### config.mk
export PLATFORM = sky130hd
export DESIGN_NAME = inst_queue
export DESIGN_NICKNAME = d
export VERILOG_FILES = /design/src/rtl/inst_queue.sv
export SDC_FILE = /design/constraint.sdc
export NUM_CORES = 1
export LEC_CHECK = 0
export BUFFER_PORTS_ARGS = -buffer_cell sky130_fd_sc_hd__clkbuf_2
export CORE_MARGIN = 2
export CORE_UTILIZATION = 60
export CTS_CLUSTER_SIZE = 12
export DETAILED_ROUTE_END_ITERATION = 10
export PLACE_DENSITY = 0.77
export SETUP_SLACK_MARGIN = 0.5
export SLEW_MARGIN = 0
export SYNTH_ARGS = -nofsm -noshare
export SYNTH_HDL_FRONTEND = slang
export SYNTH_SLANG_ARGS = --single-unit
### constraint.sdc
create_clock -name clk -period 8.1 [get_ports clk]
set_input_delay 1.215 -clock clk [delete_from_list [all_inputs] [get_ports clk]]
set_output_delay 1.215 -clock clk [all_outputs]
set_load 0.05 [all_outputs]
### src/rtl/inst_queue.sv
// Circular {inst, pc} FIFO between fetch and decode, with flush and full back-pressure.
// Optional macro IQ_BYPASS_EN: an empty queue forwards IF straight to ID in the same cycle.
module inst_queue #(
    parameter int DEPTH  = 16,
    parameter int ADDR_W = 4
) (
    input  logic        clk,
    input  logic        rst,
    input  logic        rdy,
    input  logic        IF_S,
    input  logic [31:0] IF_Inst,
    input  logic [31:0] IF_pc,
    output logic        IQ_Full,
    output logic        IQ_S,
    output logic [31:0] IQ_Inst,
    output logic [31:0] IQ_pc,
    input  logic        IQ_Success,
    input  logic        ROB_Clear
);

    localparam logic [ADDR_W:0] FULL_CNT = (ADDR_W + 1)'(DEPTH);

    logic [ADDR_W-1:0] head_q, head_d;
    logic [ADDR_W-1:0] tail_q, tail_d;
    logic [ADDR_W:0]   count_q, count_d;
    logic [31:0]       inst_mem_q [DEPTH];
    logic [31:0]       inst_mem_d [DEPTH];
    logic [31:0]       pc_mem_q   [DEPTH];
    logic [31:0]       pc_mem_d   [DEPTH];

    logic empty;
    logic full;
    logic bypass_vld;
    logic push;
    logic pop;

    always_comb begin
        empty = (count_q == '0);
        full  = (count_q == FULL_CNT);
`ifdef IQ_BYPASS_EN
        // Forwarding is only offered while the queue is able to act this cycle.
        bypass_vld = rdy & empty & IF_S & ~ROB_Clear;
`else
        bypass_vld = 1'b0;
`endif
        IQ_Full = full;
        IQ_S    = ~empty | bypass_vld;
        IQ_Inst = '0;
        IQ_pc   = '0;
        if (bypass_vld) begin
            IQ_Inst = IF_Inst;
            IQ_pc   = IF_pc;
        end else if (!empty) begin
            IQ_Inst = inst_mem_q[head_q];
            IQ_pc   = pc_mem_q[head_q];
        end
        // A forwarded entry that ID takes immediately never touches the array.
        push = IF_S & ~full & ~(bypass_vld & IQ_Success);
        pop  = ~empty & IQ_Success;
    end

    always_comb begin
        head_d     = head_q;
        tail_d     = tail_q;
        count_d    = count_q;
        inst_mem_d = inst_mem_q;
        pc_mem_d   = pc_mem_q;
        if (rdy) begin
            if (ROB_Clear) begin
                head_d  = '0;
                tail_d  = '0;
                count_d = '0;
            end else begin
                if (push) begin
                    inst_mem_d[tail_q] = IF_Inst;
                    pc_mem_d[tail_q]   = IF_pc;
                    tail_d             = tail_q + 1'b1;
                end
                if (pop) begin
                    head_d = head_q + 1'b1;
                end
                case ({push, pop})
                    2'b10:   count_d = count_q + 1'b1;
                    2'b01:   count_d = count_q - 1'b1;
                    default: count_d = count_q;
                endcase
            end
        end
    end

    always_ff @(posedge clk or posedge rst) begin
        if (rst) begin
            head_q  <= '0;
            tail_q  <= '0;
            count_q <= '0;
        end else begin
            head_q  <= head_d;
            tail_q  <= tail_d;
            count_q <= count_d;
        end
    end

    // Entry storage carries no reset; occupancy alone decides what is valid.
    always_ff @(posedge clk) begin
        inst_mem_q <= inst_mem_d;
        pc_mem_q   <= pc_mem_d;
    end

endmodule

==> results of run 1 <==
==> placed cells by master, fill, tap and decap left out, types with 3 or more instances in the layout <==
cell	netlist	routed
diode_2	0	4
clkbuf_2	0	135
nor3_2	0	4
nand2b_1	5	5
mux2i_1	4	4
a21oi_1	3	3
dfrtp_1	13	9
inv_6	0	3
o21ai_0	12	12
edfxtp_1	1024	1024
buf_4	0	28
clkbuf_1	49	27
nor2_4	0	12
bufinv_16	0	3
nand2_1	13	12
mux4_2	320	320
nor2_1	22	10
ha_1	7	7
buf_12	0	3
clkinv_1	0	9
dfrtp_4	0	4
and2_1	65	65
inv_1	7	7
clkinv_2	0	5
xor2_1	3	3
clkbuf_16	0	102
==> worst paths after layout <==
path	from	to	depth (start not counted)
min	rst	count_q[0]	2
min in group clk	tail_q[0]	tail_q[0]	1
max reg2reg	count_q[1]	pc_mem_q[317]	6
min reg2reg	tail_q[0]	tail_q[0]	1
max	head_q[2]	IQ_pc[14]	5
max in group asynchronous	rst	head_q[3]	2
==> cell type report <==
class	instances	area share [%]
sequential	1037	69.9
multi-input combinational	488	18.9
inverter	7	0.0591
antenna	4	0.0225
clock buffer	129	5.97
timing repair buffer	166	2.13
clock inverter	23	0.543
tap	864	2.43
==> logic make-up (layout without fill, tap and decap cells) <==
logic type	count (synthesis)	after routing	synth area share (%)
muxes	325	325	18.3
adders and majority gates	7	7	0.220
AOI/OAI and AO/OA	33	33	0.604
other	0	4	0
and+or+nand+nor	120	120	1.71
DFF	1037	1037	78.2
xor gates and xnor gates	3	3	0.0661
buffers and inverters	92	325	0.957
==> registers in the layout, summed over array words and instances, names as in the netlist <==
| signal | flops |
|---|---|
| count_q | 5 |
| inst_mem_q | 512 |
| tail_q | 4 |
| head_q | 4 |
| pc_mem_q | 512 |
==> power by group through the flow <==
stage / combinational (mW) / sequential, mW / clock, mW
3_5_place_dp: 2.86 / 6.13 / 0
3_3_place_gp: 2.82 / 6.13 / 0
2_1_floorplan: 2.25 / 6.07 / 0
5_1_grt: 3.02 / 6.03 / 4.49
4_1_cts: 2.90 / 6.02 / 4.32
6_report: 2.86 / 6.02 / 4.27
==> per-layer routing <==
layer / routed length, microns / global-route usage [%] / share of wire [%]
met3: 8020 / 5.32 / 9.0
met4: 2190 / 8.19 / 2.5
met1: 31900 / 36.0 / 36
met2: 46500 / 44.8 / 52
met5: 74 / 0 / 0.083
==> critical path, stage by stage, from the launching register on <==
cell and delay, ps:
dfrtp_4 1190, buf_4 730, mux4_2 430, mux4_2 490, and2_1 250, clkbuf_2 270
==> stage by stage <==
step	area (sq um)	util, %	instances
after global placement	41500	63.3	2562
after floorplan	39700	-	1617
final	44500	67.7	2718
after CTS	44400	67.7	2714
after global routing	44400	67.7	2715
after detailed placement	41500	63.3	2562
==> summary.md, run 1 <==
| Metric | Value |
|---|---|
| Yosys warns | 0 |
| Number of buffers created by CTS | 101 |
| Post-synth top flop | edfxtp_1 |
| Power per cell area | roughly 300 nW/um^2 |
| Clock sink count | 1,037 |
| WL per Instance | 32.7 microns |
| Worst VDD drop | between 0.0003 and 0.0004 V |
| Final Hold Fails | 0 |
| Net count after synthesis | 1,694 |
| Total number of vias | roughly 18,000 |
| Setup crit end kind | output port |
| Hold Path Class | input pin to async pin |
| Post-synthesis sequential area ratio | roughly four fifths |
| CTS Hold Bufs | 0 |
| Lkg Pwr | 13.7 nW |
| Clk pwr share | 32.5% |
| Post-Syn Area | 39,700 sq um |
| Worst-Margin Slew | between 1000 and 1500 ps |
| Dpl hpwl | 42.1 mm |
| Antenna Nets Post-Route | 0 |
| I/O pins | 136 |
| Arr. time, crit path | 4130 ps |
| Synthesized instance count | ~1,600 |
| CTS max path bufs | 3 |
| Pre-antenna DRT Iters | 5 |
| Fillcell total | between 3,000 and 4,000 |
| Switching Share | 28.4% |
| Peak fanout along the critical path | 77 |
| Antenna violations before repair | 10 |
| Design Power | 13.1 mW |
| Setup CP Type | register to output port |
| Fin crit share | 66.0% |
| Top-area cell type share of the netlist area | just under 80% |
| Status | complete, no violations |
| Worst reg2reg setup slack | ~4100 ps |
| Power Internal | 9.42 mW |
| Vias in the first global route | just under 20,000 |
| FMAX | 187 MHz |
| Clock Skews | 34.2 ps |
| Post-cts sizing count | 0 |
| GP Congestion | 0.745 |
| WHS | roughly 630 ps |
| Number of I/O port buffers | 135 |
| Area occupied by multi-input gates | 8410 sq um |
| # Post-CTS Setup Buffers | 0 |
| Flip-flop and latch area | just over 30,000 sq um |
| Die Wd | 261 microns |
| Synth area leader | edfxtp_1 |
| Max-cap check violation count | 0 |
| FFs w/ async S/R, synth | 1.25% |
| Final net count | 1,878 |
| Vias per std cell | 6.78 |
| Largest net degree at the start of global routing | roughly 140 |
| Synth area leaders | edfxtp_1 (77%), mux4_2 (18%), and2_1 (1.0%) |
| Combinational Power Share | 21.8% |
| Share of layout cells above drive strength 1 | 34.1% |
| Most frequent cell after synthesis | edfxtp_1 |
| Reg power frac | 45.8% |
| RSZ-0062 raised after global routing | false |
| Max Slew Vio Count | 0 |
| GRT overflow | 0 |
| Clk pin slew, worst setup/hold paths | 60 ps |
| Setup TNS | 0 ps |
| Post-Syn Area per Cell | 24.6 sq um |
| Die ar. | ~68,000 sq um |
| Gr usage total | a little over a quarter |
| Die Y | 261 microns |
| Worst slack at placement | 3440 ps |
| # rows | 94 |
| First-pass GRT wire length | 130 mm |
| DRC viols | 0 |
| Post-synthesis sequential element count | roughly 1,000 |
| Drt total wl | 88.8 mm |
| Fin crit period | 5340 ps |
| Initial core utilization | 60.6% |
| Fin worst setup slack | around 2800 ps |
| Startpoint Class | register |
| Final setup vio count | 0 |
| Critical Path RT | just under 7000 ps |
| Area Overhead vs Synth | 11.8% |
| Core Area | 65,600 sq um |
| Top cells by count, synth | edfxtp_1 (1,024), mux4_2 (320), and2_1 (65) |
| Root buffer cell | clkbuf_16 |
| DRT iter0 DRCs | 2,354 |
| Clock Latency Late Sink | 660 ps |
| Switching power | between 3 and 4 mW |
| Post-synth EDFFs | 1,024 |
| CTS tree | done |
| Synth cell types | 41 |
| Worst relative slew slack | between 15 and 20% |
| H-tree levels | 3 |
No activity file was read; power rests on OpenSTA's default activity.
==> inputs of run 2 (changes only) <==
CORE_UTILIZATION = 56   (was 60)
PLACE_DENSITY = 0.76   (was 0.77)
clock period = 4.8 ns   (was 8.1 ns; I/O delays follow)
==> run 2 against run 1 <==
Compared with the run above:
- final cell count is 3.2% higher
- sequential share of layout area is 0.68 points lower
- register-to-register slack worse by 2700 ps
- first-iteration DRC count is 16% lower
- sequential power is 68% higher
- via count is 2.4% lower
- wire length is 1.8% lower
- clock skew is 12 ps lower
- largest cell class unchanged
- largest power group unchanged
==> summary.md, run 2 (same netlist as run 1, synthesis figures left out) <==
| Metric | Value |
|---|---|
| DRT iter0 DRCs | 1,972 (-16%) |
| Clk pin slew, worst setup/hold paths | 60 ps (about the same) |
| H-tree levels | 3 (unchanged) |
| Switching power | 6.23 mW (+67%) |
| Antenna Nets Post-Route | 0 (unchanged) |
| Area Overhead vs Synth | 12.9% |
| Fin crit share | about 90% |
| WHS | 113 ps (-513 ps) |
| Largest net degree at the start of global routing | 69 (-50%) |
| Die Wd | 270 microns (+3.5%) |
| Die ar. | 73,100 sq um (+7.0%) |
| Status | complete, no violations |
| Pre-antenna DRT Iters | 5 (unchanged) |
| Drt total wl | 87.1 mm (-1.8%) |
| Clock Skews | 22.4 ps (-11.8 ps) |
| Non-Filler Instances | 2,805 (+3.2%) |
| Combinational Power Share | 22.3% (+0.5 points) |
| CP max-delay cell | dfrtp_4 |
| Clk pwr share | 31.9% (-0.6 points) |
| Number of buffers created by CTS | 100 (-0.99%) |
| Total number of vias | 18,000 (-2.4%) |
| Area occupied by multi-input gates | 8430 sq um (+0.30%) |
| Clock Latency Late Sink | 650 ps (about the same) |
| Placed Cells | 2,655 (+3.6%) |
| WL per Instance | 31.1 microns (-4.9%) |
| CTS Hold Bufs | 0 (unchanged) |
| First-pass GRT wire length | 128 mm (-1.1%) |
| Setup CP Type | register to output port |
| Startpoint Class | register |
| RR Startpoint | count_q[1] |
| CTS max path bufs | 3 (unchanged) |
| Vias in the first global route | 19,200 (-0.94%) |
| Share of layout cells above drive strength 1 | 34.5% (+0.46 points) |
| Arr. time, crit path | 3500 ps (-630 ps) |
| Final setup vio count | 0 (unchanged) |
| Worst relative slew slack | 35.3% (+17 points) |
| Reg power frac | 45.8% (about the same) |
| Peak fanout along the critical path | 68 (-12%) |
| Commonest non-fill, non-tap cell in the layout | edfxtp_1 |
| Max-cap check violation count | 0 (unchanged) |
| Core Area | 70,100 sq um (+6.9%) |
| Most frequent cells in the layout | edfxtp_1 (1,024), mux4_2 (320), clkbuf_2 (135) |
| Vias per std cell | 6.41 (-5.5%) |
| Worst VDD drop | 0.000414 V (+17%) |
| CP delay by family, top | multiplexers |
| Worst path cell trace | buf_12, mux4_2, mux4_2, and2_1, clkbuf_2 |
| Core Util, Final | 64.0% (-3.7 points) |
| GP Congestion | 0.732 (-1.8%) |
| RSZ-0062 raised after global routing | false |
| Number of I/O port buffers | 135 (unchanged) |
| Crit path buf inv count | 2 (unchanged) |
| CTS tree | done |
| Fillcell total | 4,509 (+18%) |
| Max Slew Vio Count | 0 (unchanged) |
| Worst-Margin Slew | 970 ps (-254 ps) |
| Dpl hpwl | 43.1 mm (+2.3%) |
| Flip-flop and latch area | 31,100 sq um (unchanged) |
| Fin crit period | 4220 ps |
| Top Registers | inst_mem_q (512), pc_mem_q (512), count_q (5) |
| DRC viols | 0 (unchanged) |
| Post-cts sizing count | 0 (unchanged) |
| FMAX | 237 MHz |
| Power per cell area | 494 nW/um^2 (+67%) |
| Critical Path RT | 4080 ps (-2800 ps) |
| Clock sink count | 1,037 (unchanged) |
| # rows | 97 (+3.2%) |
| Gr usage total | 24.3% (-2.3 points) |
| Final Hold Fails | 0 (unchanged) |
| Setup crit end kind | output port |
| Root buffer cell | clkbuf_16 |
| Antenna violations before repair | 12 (+2) |
| I/O pins | 136 (unchanged) |
| GRT overflow | 0 (unchanged) |
| Lkg Pwr | 13.8 nW (+0.75%) |
| # Post-CTS Setup Buffers | 0 (unchanged) |
| Most used cell along the critical path | mux4_2 |
| Switching Share | 28.1% (-0.29 points) |
| Worst setup path start | head_q[2] |
| Design Power | 22.2 mW (+69%) |
| Power Internal | 15.9 mW (+69%) |
| Worst path max stage delay | 870 ps (-320 ps) |
| Final net count | 1,894 (+0.85%) |
| Die Y | 270 microns (+3.5%) |
| Initial core utilization | 56.7% (-3.9 points) |
| Hold Path Class | input pin to async pin |
run 2: routing by layer:
layer	up-vias	GRT usage, %	wire length, microns
li1	7327	-	-
met3	147	4.78	6530
met1	9616	33.1	33500
met5	-	0	88
met2	882	40.6	45100
met4	14	7.26	1920
run 2: worst reg2reg max path, delay by kind of cell (launching register included):
family          cells  cell delay, ps
compound gates      3             630
xor+xnor            1             120
fa+ha+maj           1             260
flops               1             480
mux                 1             440
simple gates        3            1370
run 2: area by class of cell:
cell class / count / area share, %
multi-input combinational: 488 / 18.8
clock buffer: 127 / 5.99
inverter: 7 / 0.0585
clock inverter: 18 / 0.348
timing repair buffer: 183 / 2.92
sequential: 1037 / 69.3
tap: 940 / 2.62
antenna: 5 / 0.0279
run 2: per-stage QoR:
stage | area [sq um] | setup slack (ps) | TNS (ps)
2_1_floorplan | 39800 | -26.0 | -10180
3_3_place_gp | 42000 | 1340 | 0
3_5_place_dp | 42000 | 1310 | 0
4_1_cts | 44900 | 602 | 0
5_1_grt | 44900 | 523 | 0
6_report | 44900 | 582 | 0
run 2: path summary, 6_finish.rpt:
| path | endpoint | slack, ps | cells past startpoint |
|---|---|---|---|
| setup / recovery | IQ_pc[25] | 580 | 5 |
| hold / removal | count_q[3] | 110 | 2 |
| setup reg to reg | count_q[4] | 1380 | 9 |
| hold reg to reg | count_q[0] | 610 | 1 |
| max in group asynchronous | head_q[3] | 4290 | 2 |
| min in group clk | tail_q[1] | 420 | 2 |
run 2: power by group through the flow:
stage | Clock (mW) | Sequential (mW) | Combinational (mW)
4_1_cts | 7.18 | 10.2 | 5.03
6_report | 7.08 | 10.1 | 4.95
5_1_grt | 7.50 | 10.2 | 5.22
2_1_floorplan | 0 | 10.2 | 3.80
3_3_place_gp | 0 | 10.3 | 4.95
3_5_place_dp | 0 | 10.3 | 4.99
